<file path="config.mk">
export PLATFORM = sky130hd
export DESIGN_NAME = sk6812_rx
export DESIGN_NICKNAME = d
export VERILOG_FILES = /design/src/rtl/sk6812_rx.sv
export SDC_FILE = /design/constraint.sdc
export NUM_CORES = 1
export LEC_CHECK = 0
export ABC_AREA = 0
export BUFFER_PORTS_ARGS = -buffer_cell sky130_fd_sc_hd__buf_2
export CAP_MARGIN = 0
export CORE_MARGIN = 2
export CORE_UTILIZATION = 53
export CTS_CLUSTER_SIZE = 30
export DETAILED_ROUTE_END_ITERATION = 10
export PLACE_DENSITY = 0.75
export SYNTH_ARGS = -nofsm -noshare
export SYNTH_HDL_FRONTEND = slang
export SYNTH_SLANG_ARGS = --single-unit
</file>
<file path="constraint.sdc">
create_clock -name clk -period 2 [get_ports clk]
set_input_delay 0.1 -clock clk [delete_from_list [all_inputs] [get_ports clk]]
set_output_delay 0.1 -clock clk [all_outputs]
set_load 0.1 [all_outputs]
</file>
<file path="src/rtl/sk6812_rx.sv">
// SK6812/WS2812 one-wire receiver: measures synchronised high-pulse widths,
// assembles MSB-first GRB words, and reports pixel, latch-gap and framing events.
module sk6812_rx #(
  parameter int unsigned MIN_HIGH       = 2,
  parameter int unsigned BIT_THRESH     = 6,
  parameter int unsigned MAX_HIGH       = 12,
  parameter int unsigned RESET_CYCLES   = 960,
  parameter int unsigned BITS_PER_PIXEL = 24
) (
  input  logic                      clk,
  input  logic                      reset,
  input  logic                      din,
  output logic [BITS_PER_PIXEL-1:0] o_pixel,
  output logic                      o_pixel_dv,
  output logic [7:0]                o_pixel_index,
  output logic                      o_latch,
  output logic                      o_err,
  output logic                      o_busy
);

  localparam int unsigned HW = $clog2(MAX_HIGH + 2);
  localparam int unsigned LW = $clog2(RESET_CYCLES + 1);
  localparam int unsigned BW = $clog2(BITS_PER_PIXEL + 1);

  typedef enum logic [1:0] {S_WAIT_GAP, S_IDLE, S_HIGH, S_LOW} state_t;

  state_t                    r_state, w_state_nx;
  logic                      r_din_meta, r_din_s, r_din_d;
  logic [HW-1:0]             r_high_cnt;
  logic [LW-1:0]             r_low_cnt;
  logic [BW-1:0]             r_bit_cnt;
  logic [BITS_PER_PIXEL-1:0] r_shift;
  logic [7:0]                r_pix_cnt;
  logic                      r_pix_done;

  logic w_rise, w_fall, w_start, w_bit;
  logic w_glitch, w_long, w_accept, w_gap, w_wait_done, w_word_done;

  always_ff @(posedge clk) begin
    if (reset) begin
      r_din_meta <= 1'b0;
      r_din_s    <= 1'b0;
      r_din_d    <= 1'b0;
    end else begin
      r_din_meta <= din;
      r_din_s    <= r_din_meta;
      r_din_d    <= r_din_s;
    end
  end

  assign w_rise = r_din_s & ~r_din_d;
  assign w_fall = ~r_din_s & r_din_d;

  always_ff @(posedge clk) begin
    if (reset) r_state <= S_WAIT_GAP;
    else       r_state <= w_state_nx;
  end

  // A rise landing on the very cycle the gap completes starts a pulse directly,
  // otherwise the first bit after an exact-length gap would be lost.
  always_comb begin
    w_state_nx = r_state;
    case (r_state)
      S_WAIT_GAP: if (w_wait_done) w_state_nx = w_rise ? S_HIGH : S_IDLE;
      S_IDLE:     if (w_rise) w_state_nx = S_HIGH;
      S_HIGH:     if (w_fall) w_state_nx = w_long ? S_WAIT_GAP : S_LOW;
      S_LOW: begin
        if (w_rise)     w_state_nx = S_HIGH;
        else if (w_gap) w_state_nx = S_IDLE;
      end
      default:    w_state_nx = S_WAIT_GAP;
    endcase
  end

  always_comb begin
    w_glitch    = 1'b0;
    w_long      = 1'b0;
    w_accept    = 1'b0;
    w_gap       = 1'b0;
    w_wait_done = 1'b0;
    case (r_state)
      S_WAIT_GAP: w_wait_done = (r_low_cnt == LW'(RESET_CYCLES));
      S_HIGH: begin
        if (w_fall) begin
          if (r_high_cnt < HW'(MIN_HIGH))      w_glitch = 1'b1;
          else if (r_high_cnt > HW'(MAX_HIGH)) w_long   = 1'b1;
          else                                 w_accept = 1'b1;
        end
      end
      S_LOW:   w_gap = (r_low_cnt == LW'(RESET_CYCLES));
      default: ;
    endcase
  end

  assign w_start     = w_rise && (r_state == S_IDLE || r_state == S_LOW || w_wait_done);
  assign w_bit       = (r_high_cnt >= HW'(BIT_THRESH));
  assign w_word_done = w_accept && (r_bit_cnt == BW'(BITS_PER_PIXEL - 1));
  assign o_busy      = (r_bit_cnt != '0);

  always_ff @(posedge clk) begin
    if (reset) begin
      r_high_cnt    <= '0;
      r_low_cnt     <= '0;
      r_bit_cnt     <= '0;
      r_shift       <= '0;
      r_pix_cnt     <= '0;
      r_pix_done    <= 1'b0;
      o_pixel       <= '0;
      o_pixel_index <= '0;
      o_pixel_dv    <= 1'b0;
      o_latch       <= 1'b0;
      o_err         <= 1'b0;
    end else begin
      o_pixel_dv <= 1'b0;
      o_latch    <= 1'b0;
      o_err      <= 1'b0;

      if (w_start)
        r_high_cnt <= HW'(1);
      else if (r_state == S_HIGH && !w_fall && r_high_cnt < HW'(MAX_HIGH + 1))
        r_high_cnt <= r_high_cnt + HW'(1);

      case (r_state)
        S_WAIT_GAP: begin
          if (r_din_s)                            r_low_cnt <= '0;
          else if (r_low_cnt < LW'(RESET_CYCLES)) r_low_cnt <= r_low_cnt + LW'(1);
        end
        S_HIGH: if (w_fall) r_low_cnt <= LW'(1);
        S_LOW:  if (r_low_cnt < LW'(RESET_CYCLES)) r_low_cnt <= r_low_cnt + LW'(1);
        default: ;
      endcase

      if (w_long || (w_gap && r_bit_cnt != '0)) begin
        r_bit_cnt <= '0;
        o_err     <= 1'b1;
      end else if (w_accept) begin
        r_shift <= {r_shift[BITS_PER_PIXEL-2:0], w_bit};
        if (w_word_done) begin
          r_bit_cnt     <= '0;
          o_pixel       <= {r_shift[BITS_PER_PIXEL-2:0], w_bit};
          o_pixel_dv    <= 1'b1;
          o_pixel_index <= r_pix_cnt;
          r_pix_cnt     <= r_pix_cnt + 8'd1;
          r_pix_done    <= 1'b1;
        end else begin
          r_bit_cnt <= r_bit_cnt + BW'(1);
        end
      end

      if (w_gap || w_wait_done) begin
        o_latch    <= w_gap && r_pix_done;
        r_pix_cnt  <= '0;
        r_pix_done <= 1'b0;
      end
    end
  end

endmodule

</file>
==> run metrics, run 1 <==
unrepaired setup endpoints after global routing=yes; Fmax=roughly 500 MHz; antenna-violating nets left=0; Worst path max stage delay=between 500 and 600 ps; max-cap check violation count=0; Max rail drop VDD=roughly 0.6 mV; sw frac=28.90%; Die Area=0.008293 mm^2; Setup Viol. Count Final=0; root buffer cell=clkbuf_8; pin count of the biggest net entering global routing=50; row cnt=31; worst-skew pair later-pin latency=370 ps; share of cells above drive strength 1=20.34%; crit path time final=around 2000 ps; Hold Vio Cnt, Final=0; startpoint types=register; DRT iter0 DRCs=approximately 230; die height=between 90 and 100 um; H-tree depth=3; Core ar.=0.007292 mm^2; CTS tree=built; Slew Viols, Final=0; I/O pin count=39; Worst Skew=17.81 ps; syn_nets=492; Nets=535; # diodes=0; post-synthesis cell type count=50; worst-path fanout max=5; Leak=1.762 nW; EDFF count, synth=0; setup TNS=0 ps; area leader, netlist=dfxtp_1; Placed Cells=598; Syn Inst Count=about 480; Die Wd=91.07 um; top cell type's share of synthesized area=45.34%; Initial Utilization=55.10%; global-route wire length before repair=around 15000 um; CP cell instances=inv_2 -> ha_2 -> and3b_2 -> nand4_1 -> buf_4 -> buf_12 -> or4_1 -> a21oi_2; total track usage=a little over a fifth; clk slew on worst S/H paths=approximately 100 ps; # clock sinks=91; synthesis-to-finish area growth=19.00%; initial antenna violation count=0; Yosys reg bits=91; Netlist Area Pre-Place=0.004018 mm^2; Final GP Congestion=a little under 0.8; vias in the first global route=3396; status=finished, final reports clean; drt wl/cell=14.80 um; ys async rst share=0%; Critical Path AT=2290 ps; Post-synth top flop=dfxtp_1; Worst EP required=2300 ps; YS warnings=0; DRT Pass-1 Iters=4; final std cells w/o fill=625; combinational power share=12.3%; worst min path class=input pin to register; Inserted Clock Buffers=9; Net Sw Power=~0.0010 W; Post-synth top cells=91 x dfxtp_1, 73 x a21oi_1, 67 x nand3_1, 56 x o21ai_0, 33 x clkbuf_1; DRC=0; Int Pwr=0.002532 W; DRT Wirelength=9252 um; Total Power=0.003562 W; FILL cells=611; relative slew slack=between 50% and 60%; Area contributors post-synth=dfxtp_1 45%, a21oi_1 9.1%, nand3_1 8.3%, o21ai_0 7.0%, ha_1 3.4%; GR Overflow Total=0; Clk pwr share=34.5%; DP HPWL=5908 um; DR vias=3669; fin crit share=99.30%; Worst-Margin Slew=599.2 ps; clock tree buffer depth=2; sequential share of power=a little over half; pwr/cell area=745.0 mW/mm^2; most frequent cell after synthesis=dfxtp_1; Avg Inst Size Synth=8.405 um^2; post-synthesis sequential area ratio=45.34%; IO buf count=38; via-per-instance ratio=slightly below 6; Critical Setup Path Class=register to register; Critical Path Slowest Stage Cell=or4_1; Crit. End Element=register
[what timing repair did]
action	CTS	global route
hold buffers	1	0
resized for setup	0	23
endpoints found under the setup margin	0	39
endpoints found under the hold margin	1	0
setup buffers	0	8
[flip-flops by register name (all words and copies together), names as in the netlist, 2 cells and up]
name and cells:
r_high_cnt 4, o_pixel 24, r_pix_cnt 8, r_low_cnt 10
r_shift 23, r_bit_cnt 5, r_state 2, o_pixel_index 8
[area by class of cell]
| cell class | instances | area [um^2] | share of cell area, % |
|---|---|---|---|
| Multi-Input combinational cell | 338 | 2053 | 42.95 |
| Sequential cell | 91 | 1827 | 38.21 |
| Timing Repair Buffer | 70 | 538.0 | 11.25 |
| Clock buffer | 9 | 123.9 | 2.591 |
| Tap cell | 99 | 123.9 | 2.591 |
| Clock inverter | 7 | 73.82 | 1.544 |
| Inverter | 11 | 41.29 | 0.8636 |
[through the flow]
step	utilization [%]	area [um^2]	setup WS (ps)	hold slack (ps)
6_report	65.56	4781	14.00	202.5
3_3_place_gp	60.42	4405	122.3	315.4
4_1_cts	63.26	4613	21.83	194.2
2_1_floorplan	-	4030	-96.48	228.2
5_1_grt	65.56	4781	-70.74	213.6
3_5_place_dp	60.42	4405	35.38	336.4
[logic make-up (layout without fill, tap and decap cells)]
| family | after synthesis | after routing | share of synthesized area [%] |
|---|---|---|---|
| buffers and inverters | 49 | 97 | 4.889 |
| adders and majority gates | 11 | 11 | 3.426 |
| DFF | 91 | 91 | 45.34 |
| AOI/OAI and AO/OA | 160 | 160 | 22.39 |
| and+or+nand+nor | 152 | 152 | 20.43 |
| muxes | 7 | 7 | 1.775 |
| xor gates and xnor gates | 8 | 8 | 1.744 |
[layout by cell type (no fill, tap or decap), drive strengths merged, types with 6 or more instances in the layout]
| cell type | instances |
|---|---|
| inv | 15 |
| nand3 | 67 |
| nand2 | 11 |
| o21ai | 56 |
| a21oi | 73 |
| ha | 11 |
| nand2b | 6 |
| mux2i | 6 |
| buf | 67 |
| nand4 | 7 |
| nor2b | 7 |
| nor2 | 22 |
| dfxtp | 91 |
| clkbuf | 11 |
[critical path: cells and delay by family, from the launching register on]
family	cells	cell delay [ps]
compound gates	1	140
buf+inv	3	400
flops	1	340
simple gates	3	880
fa+ha+maj	1	180
[final timing paths]
path	startpoint	endpoint	slack, ps	depth (start not counted)
setup reg to reg	r_state[0]$_SDFFE_PP0P_	r_pix_cnt[5]$_SDFFE_PP0P_	10	8
hold reg to reg	r_din_meta$_SDFF_PP0_	r_din_s$_SDFF_PP0_	450	1
hold / removal	reset	o_pixel_index[5]$_SDFFE_PP0P_	200	2
setup / recovery	r_state[0]$_SDFFE_PP0P_	r_pix_cnt[5]$_SDFFE_PP0P_	10	8
[power by group through the flow]
stage          clock network, W  logic [W]  registers, W
2_1_floorplan                 0   0.000335       0.00192
3_3_place_gp                  0   0.000408       0.00193
3_5_place_dp                  0   0.000421       0.00193
4_1_cts                 0.00125   0.000424       0.00189
5_1_grt                 0.00132   0.000489       0.00190
6_report                0.00123   0.000439       0.00189
[per-layer routing]
layer	track usage, %	share of wire, %	vias to the layer above
li1	-	-	1823
met1	28.81	48	1732
met2	35.80	47	101
met3	3.071	4.0	13
met4	8.460	1.5	0
met5	0	0	-
No activity file was read; power rests on OpenSTA's default activity.
==> run 2: changes to the inputs <==
==> constraint.sdc (replaced) <==
create_clock -name clk -period 1.6 [get_ports clk]
set_input_delay 0.08 -clock clk [delete_from_list [all_inputs] [get_ports clk]]
set_output_delay 0.08 -clock clk [all_outputs]
set_load 0.1 [all_outputs]
==> run metrics, run 2 (synthesis gave the netlist of run 1 again) <==
I/O pin count=39 (unchanged); Nets=606 (was 535); DRT iter0 DRCs=513 (was 232); most frequent CP cell=buf_6; CTS tree=built (unchanged); Worst path max stage delay=480 ps (was 560 ps); Initial Utilization=55.10% (unchanged); Int Pwr=0.003595 W (was 0.002532 W); Total Power=0.005252 W (was 0.003562 W); fin crit share=133.4% (was 99.30%); Critical Setup Path Class=register to register (unchanged); global-route wire length before repair=20070 um (was 15150 um); antenna-violating nets left=0 (unchanged); share of cells above drive strength 1=44.72% (was 20.34%); Final GP Congestion=0.8151 (was 0.7849); Fmax=468.6 MHz (was 503.5 MHz); largest reg by FF count=o_pixel (unchanged); CP bufs+invs=5 (was 3); # diodes=0 (unchanged); combinational power share=23.9% (was 12.3%); CP delay by family, top=simple AND/OR/NAND/NOR gates (unchanged); clk slew on worst S/H paths=110 ps (was 100 ps); drt wl/cell=22.68 um (was 14.80 um); Hold Vio Cnt, Final=0 (unchanged); pre-CTS setup slack=-326.2 ps (was 35.38 ps); Die Wd=91.07 um (unchanged); DRT Wirelength=15780 um (was 9252 um); post-route cell area=0.006060 mm^2 (was 0.004781 mm^2); Multi-input gate area=0.002554 mm^2 (was 0.002053 mm^2); pin count of the biggest net entering global routing=41 (was 50); total track usage=29.85% (was 21.72%); DP HPWL=6512 um (was 5908 um); sequential cell area=0.001837 mm^2 (was 0.001827 mm^2); Setup Viol. Count Final=83 (was 0); Die Area=0.008293 mm^2 (unchanged); # clock sinks=91 (unchanged); sw frac=31.55% (was 28.90%); Core ar.=0.007292 mm^2 (unchanged); Critical Path Slowest Stage Cell=or4b_4 (was or4_1); startpoint types=register (unchanged); clock tree buffer depth=2 (unchanged); initial antenna violation count=0 (unchanged); biggest regs=o_pixel (24), r_shift (23), r_low_cnt (10) (unchanged); sequential share of power=44.9% (was 53.2%); Worst EP required=1900 ps (was 2300 ps); FILL cells=376 (was 611); crit path time final=2134 ps (was 1986 ps); via-per-instance ratio=6.690 (was 5.870); GR Overflow Total=0 (unchanged); root buffer cell=clkbuf_8 (unchanged); Inserted Clock Buffers=9 (unchanged); placed cell area=0.004746 mm^2 (was 0.004405 mm^2); DRT Pass-1 Iters=5 (was 4); Critical Path AT=2430 ps (was 2290 ps); pwr/cell area=866.7 mW/mm^2 (was 745.0 mW/mm^2); Crit. End Element=register (unchanged); relative slew slack=48.73% (was 59.02%); most common cell after layout, fill and taps aside=dfxtp_1 (unchanged); Core Util, Final=83.10% (was 65.56%); Worst Skew=22.04 ps (was 17.81 ps); Leak=2.252 nW (was 1.762 nW); worst-skew pair later-pin latency=390 ps (was 370 ps); unrepaired setup endpoints after global routing=yes (unchanged); Largest register FFs=24 (unchanged); die height=91.07 um (unchanged); worst min path class=input pin to register (unchanged); Slew Viols, Final=0 (unchanged); Worst-Margin Slew=763.1 ps (was 599.2 ps); row cnt=31 (unchanged); most frequent cells in the layout=81 x dfxtp_1, 62 x buf_4, 52 x a21oi_1 (was 87 x dfxtp_1, 71 x a21oi_1, 67 x nand3_1); failing checks=setup timing; Max rail drop VDD=0.6888 mV (was 0.5868 mV); H-tree depth=3 (unchanged); max-cap check violation count=0 (unchanged); DR vias=4656 (was 3669); synthesis-to-finish area growth=50.83% (was 19.00%); vias in the first global route=4152 (was 3396); Clk pwr share=31.2% (was 34.5%); worst-path fanout max=7 (was 5); Net Sw Power=0.001657 W (was 0.001029 W); IO buf count=38 (unchanged); setup ws final=-534.0 ps (was 14.00 ps); DRC=0 (unchanged); CP cell instances=inv_2 -> ha_4 -> or4b_4 -> buf_6 -> nand4_1 -> buf_6 -> buf_12 -> buf_16 -> nand3_2 -> a21oi_1 (was inv_2 -> ha_2 -> and3b_2 -> nand4_1 -> buf_4 -> buf_12 -> or4_1 -> a21oi_2); status=finished with violations (was finished, final reports clean)
-- run 2: cell count changes in the layout (fill, tap and decap cells not counted), sizes merged --
| cell | delta |
|---|---|
| buf | +69 |
| bufbuf | +1 |
| clkbuf | +1 |
| clkinv | +1 |
| inv | -1 |
-- run 2: final cells by class --
| cell class | count | area share [%] |
|---|---|---|
| clock buffers | 9 | 2.044 |
| flip-flops and latches | 91 | 30.31 |
| repair buffers | 141 | 21.47 |
| well taps | 99 | 2.044 |
| clock inverters | 7 | 1.301 |
| multi-input cells | 338 | 42.14 |
| inverters | 11 | 0.6814 |
-- run 2: worst paths after layout --
check | startpoint | end | slack (ps) | cells past startpoint
worst max-delay path | r_bit_cnt[0]$_SDFFE_PP0P_ | r_shift[21]$_SDFFE_PP0P_ | -530 | 10
worst min-delay path | reset | r_low_cnt[8]$_SDFFE_PP0P_ | 150 | 2
worst max register to register | r_bit_cnt[0]$_SDFFE_PP0P_ | r_shift[21]$_SDFFE_PP0P_ | -530 | 10
worst min register to register | r_din_meta$_SDFF_PP0_ | r_din_s$_SDFF_PP0_ | 470 | 1
-- run 2: repair_timing --
action	CTS	global route
endpoints found under the hold margin	1	0
cloned	6	3
hold buffers	1	0
pin swaps	28	35
buffers inserted	15	13
gates resized for setup	73	102
endpoints found under the setup margin	87	87
-- run 2: routing by layer --
layer	up-vias	GRT usage, %	routed length (um)
li1	1971	-	-
met1	2167	36.88	5814
met2	424	50.12	7390
met3	94	4.481	1631
met4	0	15.91	947
met5	-	0	0
-- run 2: through the flow --
step / TNS, ps / std cells / hold slack, ps
2_1_floorplan: -28880 / 478 / 208.2
3_3_place_gp: -16220 / 643 / 289.9
3_5_place_dp: -18820 / 643 / 299.1
4_1_cts: -17070 / 680 / 99.10
5_1_grt: -32720 / 696 / 172.6
6_report: -28990 / 696 / 152.7
-- run 2: power by group through the flow --
stage	combinational, W	clock [W]	sequential (W)
2_1_floorplan	0.000435	0	0.00240
3_3_place_gp	0.000782	0	0.00238
3_5_place_dp	0.000807	0	0.00239
4_1_cts	0.000892	0.00159	0.00234
5_1_grt	0.00132	0.00171	0.00236
6_report	0.00126	0.00164	0.00236
